==> config.mk <==
export PLATFORM = sky130hd
export DESIGN_NAME = mux2_rr_feeder
export DESIGN_NICKNAME = d
export VERILOG_FILES = /design/src/rtl/mux2_rr_feeder_pkg.sv /design/src/rtl/mux2_rr_feeder_grant.sv /design/src/rtl/mux2_rr_feeder.sv
export SDC_FILE = /design/constraint.sdc
export NUM_CORES = 1
export LEC_CHECK = 0
export ABC_AREA = 0
export BUFFER_PORTS_ARGS = -buffer_cell sky130_fd_sc_hd__buf_4
export CORE_MARGIN = 10
export CORE_UTILIZATION = 48
export DETAILED_ROUTE_END_ITERATION = 8
export PLACE_DENSITY = 0.88
export SYNTH_ARGS = -nofsm -noshare
export SYNTH_HDL_FRONTEND = slang
export SYNTH_HIERARCHICAL = 1
export SYNTH_SLANG_ARGS = --single-unit
==> constraint.sdc <==
create_clock -name clk -period 4.4 [get_ports clk]
set_clock_uncertainty 0.2 [all_clocks]
set_input_delay 0.44 -clock clk [delete_from_list [all_inputs] [get_ports clk]]
set_output_delay 0.44 -clock clk [all_outputs]
set_load 0.005 [all_outputs]
==> src/rtl/mux2_rr_feeder_pkg.sv <==
// Shared source encodings for the two-source round-robin feeder.
// sel=0 steers the downstream 2:1 mux to source A.
package mux2_rr_feeder_pkg;

  typedef logic src_t;

  localparam src_t SRC_A = 1'b0;
  localparam src_t SRC_B = 1'b1;

  function automatic src_t other_src(src_t s);
    return ~s;
  endfunction

endpackage

==> src/rtl/mux2_rr_feeder_grant.sv <==
// Combinational round-robin grant for two sources with a burst cap.
// The owner keeps the grant until it has used its burst while the other side waits.
module mux2_rr_feeder_grant
  import mux2_rr_feeder_pkg::*;
#(
  parameter int unsigned BURST = 4,
  parameter int unsigned CNTW  = $clog2(BURST) + 1
) (
  input  logic            owner_i,
  input  logic [CNTW-1:0] cnt_i,
  input  logic            a_valid_i,
  input  logic            b_valid_i,
  input  logic            load_i,
  output logic            gnt_valid_o,
  output logic            gnt_id_o
);

  localparam logic [CNTW-1:0] CntMax = CNTW'(BURST - 1);

  logic own_v;
  logic oth_v;

  assign own_v = (owner_i == SRC_B) ? b_valid_i : a_valid_i;
  assign oth_v = (owner_i == SRC_B) ? a_valid_i : b_valid_i;

  always_comb begin
    gnt_valid_o = 1'b0;
    gnt_id_o    = owner_i;
    if (load_i) begin
      if (own_v && ((cnt_i < CntMax) || !oth_v)) begin
        gnt_valid_o = 1'b1;
        gnt_id_o    = owner_i;
      end else if (oth_v) begin
        gnt_valid_o = 1'b1;
        gnt_id_o    = other_src(owner_i);
      end
    end
  end

endmodule

==> src/rtl/mux2_rr_feeder.sv <==
// Two-source round-robin arbiter with a registered output beat and mux select.
// One beat per cycle at full throughput; output register stalls on ~out_ready.
module mux2_rr_feeder
  import mux2_rr_feeder_pkg::*;
#(
  parameter int unsigned WIDTH = 8,
  parameter int unsigned BURST = 4,
  parameter int unsigned CNTW  = $clog2(BURST) + 1
) (
  input  logic             clk,
  input  logic             rst,
  input  logic             a_valid,
  input  logic [WIDTH-1:0] a_data,
  output logic             a_ready,
  input  logic             b_valid,
  input  logic [WIDTH-1:0] b_data,
  output logic             b_ready,
  output logic             out_valid,
  output logic [WIDTH-1:0] out_data,
  input  logic             out_ready,
  output logic             sel
);

  localparam logic [CNTW-1:0] CntMax = CNTW'(BURST - 1);

  logic             out_valid_q, out_valid_d;
  logic [WIDTH-1:0] out_data_q, out_data_d;
  logic             sel_q, sel_d;
  logic             owner_q, owner_d;
  logic [CNTW-1:0]  cnt_q, cnt_d;

  logic load;
  logic gnt_valid;
  logic gnt_id;

  assign load = ~out_valid_q | out_ready;

  mux2_rr_feeder_grant #(
    .BURST(BURST),
    .CNTW (CNTW)
  ) u_grant (
    .owner_i    (owner_q),
    .cnt_i      (cnt_q),
    .a_valid_i  (a_valid),
    .b_valid_i  (b_valid),
    .load_i     (load),
    .gnt_valid_o(gnt_valid),
    .gnt_id_o   (gnt_id)
  );

  // Gate with rst so nothing is accepted while the register is being cleared.
  assign a_ready = ~rst & gnt_valid & (gnt_id == SRC_A);
  assign b_ready = ~rst & gnt_valid & (gnt_id == SRC_B);

  always_comb begin
    out_valid_d = out_valid_q;
    out_data_d  = out_data_q;
    sel_d       = sel_q;
    owner_d     = owner_q;
    cnt_d       = cnt_q;
    if (gnt_valid) begin
      out_valid_d = 1'b1;
      out_data_d  = (gnt_id == SRC_B) ? b_data : a_data;
      sel_d       = gnt_id;
      if (gnt_id == owner_q) begin
        cnt_d = (cnt_q == CntMax) ? cnt_q : cnt_q + CNTW'(1);
      end else begin
        owner_d = gnt_id;
        cnt_d   = '0;
      end
    end else if (load) begin
      out_valid_d = 1'b0;
    end
  end

  always_ff @(posedge clk or posedge rst) begin
    if (rst) begin
      out_valid_q <= 1'b0;
      out_data_q  <= '0;
      sel_q       <= SRC_A;
      owner_q     <= SRC_A;
      cnt_q       <= '0;
    end else begin
      out_valid_q <= out_valid_d;
      out_data_q  <= out_data_d;
      sel_q       <= sel_d;
      owner_q     <= owner_d;
      cnt_q       <= cnt_d;
    end
  end

  assign out_valid = out_valid_q;
  assign out_data  = out_data_q;
  assign sel       = sel_q;

endmodule
=== After elaboration in Yosys (flattened, before gate mapping) ===
Index checks and enable logic that the tools add are counted.
Widths: inputs -> output; s select.

* Shifts and indexed selects: 0
* Equal/unequal tests: 3
* Bitwise logic cells: 9
* Reduce and logical (&&, ||, !) cells: 6
* $add $sub $neg: 1
* Multipliers: 0
* Divide/modulo/power cells: 0
* Mux-type cells: 13
* Order comparisons: 1

{| class="wikitable"
|+ Operators with widths
! cell !! number
|-
| $mux 1 || 10
|-
| $mux 8 || 1
|-
| $mux 3 || 2
|-
| $not 1->1 || 5
|-
| $reduce_and 2->1 || 2
|-
| $add 3x1->3 const B || 1
|-
| $and 1x1->1 || 3
|-
| $eq 3x2->1 const B || 1
|-
| $lt 3x2->1 const B || 1
|-
| $ne 2x2->1 const B || 1
|-
| $reduce_bool 2->1 || 1
|-
| $eq 1x1->1 || 1
|-
| $logic_and 1x1->1 || 1
|-
| $logic_not 1->1 || 1
|-
| $logic_or 1x1->1 || 1
|-
| $or 1x1->1 || 1
|}

* Latch bits: 0
* Bits in writable memories: 0
* ROM bits: 0
* Register bits after elaboration: 14
* Memories: 0
* Logic and storage cells: 38
* Output and inout port bits: 12

=== Longest topological paths before layout ===
Gate-level depths: netlist of run 1.

* Word-level depth: 9
* Depth in mapped cells: 7

=== Modules after synthesis ===
The synthesis of run 1 kept the hierarchy.

{| class="wikitable"
|+ By module, submodules not included
! module !! times used !! cells each !! sequential area each (um^2) !! area each (um^2)
|-
| mux2_rr_feeder || 1 || 63 || 350.3 || 658.1
|-
| mux2_rr_feeder_grant || 1 || 8 || 0.0 || 58.8
|}

=== Worst setup path before layout of run 1 ===
OpenSTA, ideal clock, no wires.

* Path kind: input to output
* Start point: in out_ready
* End point: out b_ready
* Path slack: 2290 ps
* Data required time: 3760 ps
* Stages on the path: 7
* Data arrival time: 1470 ps
* Path buffers: 1
* Path through: nand2b_1 a21boi_2 o22ai_1 nor3_2 buf_6 nand2_1 nor2_1

* Elaborated cells on any way between the ends: 5
* Classes of those cells: mux: 2; bitwise: 3

{| class="wikitable"
|+ RTL lines
! element !! line !! source
|-
| start, declared || mux2_rr_feeder.sv:20 || <nowiki>input logic out_ready,</nowiki>
|-
| $or 1x1->1 || mux2_rr_feeder.sv:36 || <nowiki>assign load = ~out_valid_q | out_ready;</nowiki>
|-
| $mux 1 || mux2_rr_feeder_grant.sv:29 || <nowiki>if (load_i) begin</nowiki>
|-
| via gnt_id || mux2_rr_feeder.sv:34 || <nowiki>logic gnt_id;</nowiki>
|-
| $and 1x1->1 || mux2_rr_feeder.sv:53 || <nowiki>assign b_ready = ~rst & gnt_valid & (gnt_id == SRC_B);</nowiki>
|-
| end, declared || mux2_rr_feeder.sv:17 || <nowiki>output logic b_ready,</nowiki>
|}

The timed path passes the listed nets, and every way through them passes these cells.

=== Worst setup path after layout of run 1 ===
* Start point: reg out_valid_q (netlist: out_valid)
* End point: out a_ready

* Cells in the longest elaborated chain, start to end: 5
* Elaborated cells on any way between the ends: 7
* Classes of those cells: mux: 2; bitwise: 5

{| class="wikitable"
|+ Ends and longest elaborated chain
! element !! line !! source
|-
| start, declared || mux2_rr_feeder.sv:26 || <nowiki>logic out_valid_q, out_valid_d;</nowiki>
|-
| start signal, assigned || mux2_rr_feeder.sv:84 || <nowiki>out_valid_q <= out_valid_d;</nowiki>
|-
| $not 1->1 || mux2_rr_feeder.sv:36 ||
|-
| $or 1x1->1 || mux2_rr_feeder.sv:36 ||
|-
| via load || mux2_rr_feeder.sv:32 || <nowiki>logic load;</nowiki>
|-
| $mux 1 || mux2_rr_feeder_grant.sv:29 ||
|-
| via gnt_valid || mux2_rr_feeder.sv:33 || <nowiki>logic gnt_valid;</nowiki>
|-
| $and 1x1->1 (2 in a row) || mux2_rr_feeder.sv:52 || <nowiki>assign a_ready = ~rst & gnt_valid & (gnt_id == SRC_A);</nowiki>
|-
| end, declared || mux2_rr_feeder.sv:14 || <nowiki>output logic a_ready,</nowiki>
|}

The timed path passes the listed nets, and every way through them passes these cells.

==> impl_results.md, run 1 <==
* Outcome: completed
* Sw Share at 33.6%
* Int Power at 0.000326 W
* Final ANT Viol Nets at 0
* Initial antenna violation count at 0
* Largest net degree at the start of global routing at 23
* Pwr dens at 491 nW/um2
* Worst r2r path cells at 5
* Startpoint types: register
* Clock share of power at about a fifth
* Hold Fails Final Rpt at 0
* Post-synth cell types at 21
* Comb pwr share at approximately 41%
* Dpl hpwl at 1490 um
* CTS tree: yes
* Die height at 58.6 um
* Area leader, netlist: dfrtp_1
* Share of layout cells above drive strength 1 at 38.1%
* Worst Tran Pin Value at 658 ps
* Setup bufs post-CTS at 0
* CTS clk-pin slew, worst paths at 90 ps
* Period utilization at a little under 60%
* Multi-input logic area at 327 um2
* Metal2 WL at 911 um
* Drt pass-1 iters at 4
* Relative slew slack at between 50% and 60%
* Synth top area cells: dfrtp_1 49%, mux2i_1 13%, a21oi_1 7.0%
* Met1 wire length at 740 um
* Fmax at 385 MHz
* Reg-to-reg slack, setup at 2440 ps
* Nets at 129
* Worst Hold Class: in2async
* Main synth FF type: dfrtp_1
* Commonest cells after routing, fill and taps aside: 33 x buf_4, 14 x dfrtp_1, 10 x nor2_1, 10 x a21oi_1, 9 x mux2i_1
* Worst-path fanout max at 22
* Num rows at 13
* CP Class: reg2out
* Vias in the first global route at 713
* Routed wire length on met3 at 209 um
* Total area of sequential cells at 350 um2
* # port buffers at 32
* Root buf cell: clkbuf_4
* Hold_buf cts at 0
* Gr usage total at 11.7%
* Syn_area_per_cell at 10.1 um2
* Core ar. at 1350 um2
* Top-area cell type share of the netlist area at approximately 49%
* Seq/Total Area, Yosys at 48.9%
* Switching power at 0.000165 W
* Synth-to-Final Area Change at 39.3%
* Vias per inst at 5.22
* Post-cts resize count at 0
* Pwr Total at 0.000491 W
* N_diodes at 0
* Die Footprint at 3440 um2
* Initial core utilization at 53.1%
* Most common cell after layout, fill and taps aside: buf_4
* Worst EP required at 3760 ps
* Worst VDD drop at around 0.25 mV
* Max Transition Viols Final at 0
* Syn nets at between 90 and 100
* Hold slack at between 20 and 25 ps
* Ys async rst share at 100%
* Critical path capture point type: primary output
* Final setup TNS at 0 ps
* First-pass GRT wire length at 3150 um
* Number of CTS-inserted buffers at 3
* First DRT Iteration DRCs at 5
* I/O pin cnt at 33
* DRC viols at 0
* Register bit count reported by yosys at 14
* Critical path arrival at 1960 ps
* Post-synthesis cell area at 717 um2
* LEAKAGE at 0.491 nW
* Routed vias at 626
* Uppermost layer routed: met4
* Synthesis Warnings at 6
* Die span in x at between 50 and 60 um
* Setup-failing EPs final at 0
* Max Root-Sink Buffers at 2
* Tmin final at 2600 ps
* GRT overflow at 0
* Cells after Synth at 71
* Num Clock Sinks at 14
* Worst skew pair latency at between 200 and 300 ps
* Post-synth EDFFs at 0
* RSZ-0062 raised after global routing: no
* Avg WL per Cell at 15.6 um
* Flop pwr share at 39.9%
* Reg2reg end: cnt_q[2]
* Worst flop-to-flop path startpoint: out_valid
* Max_cap viols at 0
* # fillers at 99
* Routed WL at 1870 um
* Worst Setup SP: out_valid
* RD Place Congestion at 0.728
* H-tree Lvls at 1
[synth_stat cells (2+ instances only)]
cell type,n
mux2i_1,9
ha_1,2
buf_2,2
nand2_1,3
a22o_1,2
o22ai_1,2
nor2_1,10
dfrtp_1,14
a21oi_1,10
inv_1,5
o21ai_0,2
[worst max-delay path: stages, from the launching register on]
cell      delay (ps)
dfrtp_1          390
nand2b_1         170
o21a_1           590
nor3b_1          360
buf_4            170
[metrics by stage]
| step | setup WS [ps] | cell area (um2) | utilization (%) | instances |
|---|---|---|---|---|
| after CTS | 1840 | 998 | 74.0 | 120 |
| after global placement | 2040 | 962 | 71.3 | 116 |
| after detailed placement | 1960 | 962 | 71.3 | 116 |
| final | 1800 | 998 | 74.0 | 120 |
| after global routing | 1690 | 998 | 74.0 | 120 |
| after floorplan | 2290 | 717 | - | 71 |
[layer usage]
metal  global-route usage (%)  vias to the layer above
li1                         -                      316
met2                     18.2                       24
met4                     5.90                        0
met3                     6.22                        2
met1                     12.6                      284
met5                        0                        -
[cell families (layout without fill, tap and decap cells)]
logic type,count (synthesis),in the layout,synth area share [%]
XOR/XNOR,1,1,1.22
flip-flops,14,14,48.9
multiplexers,9,9,12.6
buffers and inverters,8,42,5.58
AO/OA/AOI/OAI,18,18,15.2
AND/OR/NAND/NOR,19,19,13.1
adder cells (fa/ha/maj),2,2,3.49
[worst max-delay path by stage]
| stage | endpoint | cells past startpoint |
|---|---|---|
| after floorplan | b_ready | 7 |
| after global placement | b_ready | 9 |
| after detailed placement | b_ready | 9 |
| after CTS | a_ready | 4 |
| after global routing | b_ready | 5 |
| final | a_ready | 4 |
[power by group through the flow]
stage / Clock, W / Sequential (W) / Combinational, W
after floorplan: 0 / 0.000195 / 0.000127
after global placement: 0 / 0.000196 / 0.000193
after detailed placement: 0 / 0.000199 / 0.000204
after CTS: 0.0000944 / 0.000197 / 0.000205
after global routing: 0.000103 / 0.000202 / 0.000225
final: 0.0000935 / 0.000196 / 0.000201
[flip-flops by register name (all words and copies together), names as in the netlist]
signal     count
out_data       8
cnt_q          3
out_valid      1
owner_q        1
sel            1
[final cells by class]
cell class                 count  share of cell area [%]
timing repair buffer          33                    24.8
inverter                       5                    1.88
multi-input combinational     49                    32.7
tap                           15                    1.88
clock buffer                   4                    3.63
sequential                    14                    35.1
Power figures use the tool's default switching activity.
==> run 2, diff against run 1 <==
CORE_UTILIZATION = 44   (was 48)
PLACE_DENSITY = 0.82   (was 0.88)
clock period = 2.4 ns   (was 4.4 ns; I/O delays follow)
==> impl_results.md, run 2 (synthesis gave the netlist of run 1 again) <==
* Finished Layout Cells at 122 (+1.7%)
* Share of layout cells above drive strength 1 at 39.6% (+1.5 points)
* # fillers at 115 (+16%)
* CTS clk-pin slew, worst paths at 80 ps (about the same)
* Hold Path End: out_valid
* Startpoint types: register
* Worst r2r path cells at 6 (+1)
* Drt pass-1 iters at 4 (unchanged)
* Setup bufs post-CTS at 0 (unchanged)
* # port buffers at 32 (unchanged)
* Max FFs per register at 8 (unchanged)
* Worst flop-to-flop path startpoint: owner_q
* Max Transition Viols Final at 0 (unchanged)
* Initial core utilization at 47.0% (-6.1 points)
* Vias per inst at 5.33 (+2.1%)
* LEAKAGE at 0.503 nW (+2.4%)
* Routed vias at 650 (+3.8%)
* Pwr dens at 844 nW/um2 (+72%)
* Final ANT Viol Nets at 0 (unchanged)
* Most common cell after layout, fill and taps aside: buf_4
* Worst Tran Pin Value at 528 ps (-130 ps)
* Hold slack at 67.5 ps (+47.2 ps)
* Hold path start: out_ready
* CTS tree: yes
* Final core occ at 67.2% (-6.8 points)
* Dpl cells at 118 (+1.7%)
* Total area of sequential cells at 350 um2 (unchanged)
* Die Footprint at 3640 um2 (+6.0%)
* Tmin final at 2220 ps
* GRT overflow at 0 (unchanged)
* Num rows at 14 (+1)
* Multi-input logic area at 347 um2 (+6.1%)
* Avg WL per Cell at 14.2 um (-9.2%)
* RSZ-0062 raised after global routing: no
* Reg-to-reg slack, setup at 470 ps (-1970 ps)
* Num Clock Sinks at 14 (unchanged)
* Critical path capture point type: primary output
* Root buf cell: clkbuf_4
* Max_cap viols at 0 (unchanged)
* Core ar. at 1520 um2 (+13%)
* Period utilization at about 90%
* Die height at 60.4 um (+2.9%)
* Outcome: completed
* Hold depth at 3
* Dpl hpwl at 1430 um (-3.8%)
* Die span in x at 60.4 um (+2.9%)
* First DRT Iteration DRCs at 4 (-1)
* Synth-to-Final Area Change at 42.8%
* RD Place Congestion at 0.738 (+1.5%)
* DRC viols at 0 (unchanged)
* Worst VDD drop at 0.446 mV (+75%)
* Hold Fails Final Rpt at 0 (unchanged)
* Initial antenna violation count at 0 (unchanged)
* Critical path arrival at 1780 ps (-180 ps)
* Reg2reg end: out_data[1]
* Post-route cell area at 1020 um2 (+2.5%)
* Worst skew pair latency at 270 ps (about the same)
* Routed WL at 1730 um (-7.6%)
* Commonest cells after routing, fill and taps aside: 34 x buf_4, 14 x dfrtp_1, 10 x nor2_1, 10 x a21oi_1, 9 x mux2i_1
* N_diodes at 0 (unchanged)
* Worst Hold Class: in2reg
* CP Class: reg2out
* Relative slew slack at 64.8% (+8.7 points)
* I/O pin cnt at 33 (unchanged)
* H-tree Lvls at 1 (unchanged)
* Max Root-Sink Buffers at 2 (unchanged)
* Setup-failing EPs final at 0 (unchanged)
* Fmax at 451 MHz
* Worst EP required at 1960 ps (-1800 ps)
* Number of CTS-inserted buffers at 3 (unchanged)
* Vias in the first global route at 730 (+2.4%)
* DP Area at 971 um2 (+0.91%)
* Gr usage total at 10.6% (-1.1 points)
* Largest net degree at the start of global routing at 15 (-35%)
* Worst-path fanout max at 7 (-68%)
* Nets at 131 (+1.6%)
* First-pass GRT wire length at 3000 um (-4.8%)
* Final setup TNS at 0 ps (unchanged)
[run 2: through the flow]
stage               power [W]  setup WS (ps)
floorplan            0.000589            659
global placement     0.000719            303
detailed placement   0.000732            270
CTS                  0.000861           43.0
global route         0.000941           38.6
finish               0.000863            181
[run 2: routing by layer]
layer	wire (um)	global-route usage (%)	vias up
met5	0	0	-
met4	11	4.81	0
met3	184	5.64	2
met2	839	16.3	27
met1	693	11.9	301
li1	-	-	320
[run 2: worst max-delay path by stage]
stage               from  slack (ps)  cells after the start       to
2_1_floorplan  out_valid         660                      7  b_ready
3_5_place_dp   out_ready         270                      8  a_ready
3_3_place_gp   out_ready         300                      8  a_ready
4_1_cts        out_valid          40                      7  a_ready
6_report         owner_q         180                      6  a_ready
5_1_grt         cnt_q[1]          40                      6  a_ready
[run 2: power by group]
group,switching [W],total (W),internal (W)
Sequential,0.0000534,0.000359,0.000306
Clock,0.0000665,0.000124,0.0000579
Combinational,0.000171,0.000380,0.000209
Total,0.000291,0.000863,0.000572
[run 2: critical path, stage by stage (launching register included)]
cell	delay, ps
dfrtp_1	450
a21boi_2	200
o22ai_2	100
nor3_4	330
buf_4	230
nor3b_1	70
buf_4	130
[run 2: final cells by class]
type	instances	share of cell area, %
Inverter	5	1.83
Sequential cell	14	34.2
Tap cell	16	1.96
Timing Repair Buffer	35	25.9
Multi-Input combinational cell	49	33.9
Clock buffer	3	2.20
[run 2: timing repair]
action,4_1_cts,5_1_grt
endpoints found under the setup margin,0,2
hold buffers,1,0
hold endpoints to repair,14,0
resized for setup,0,3
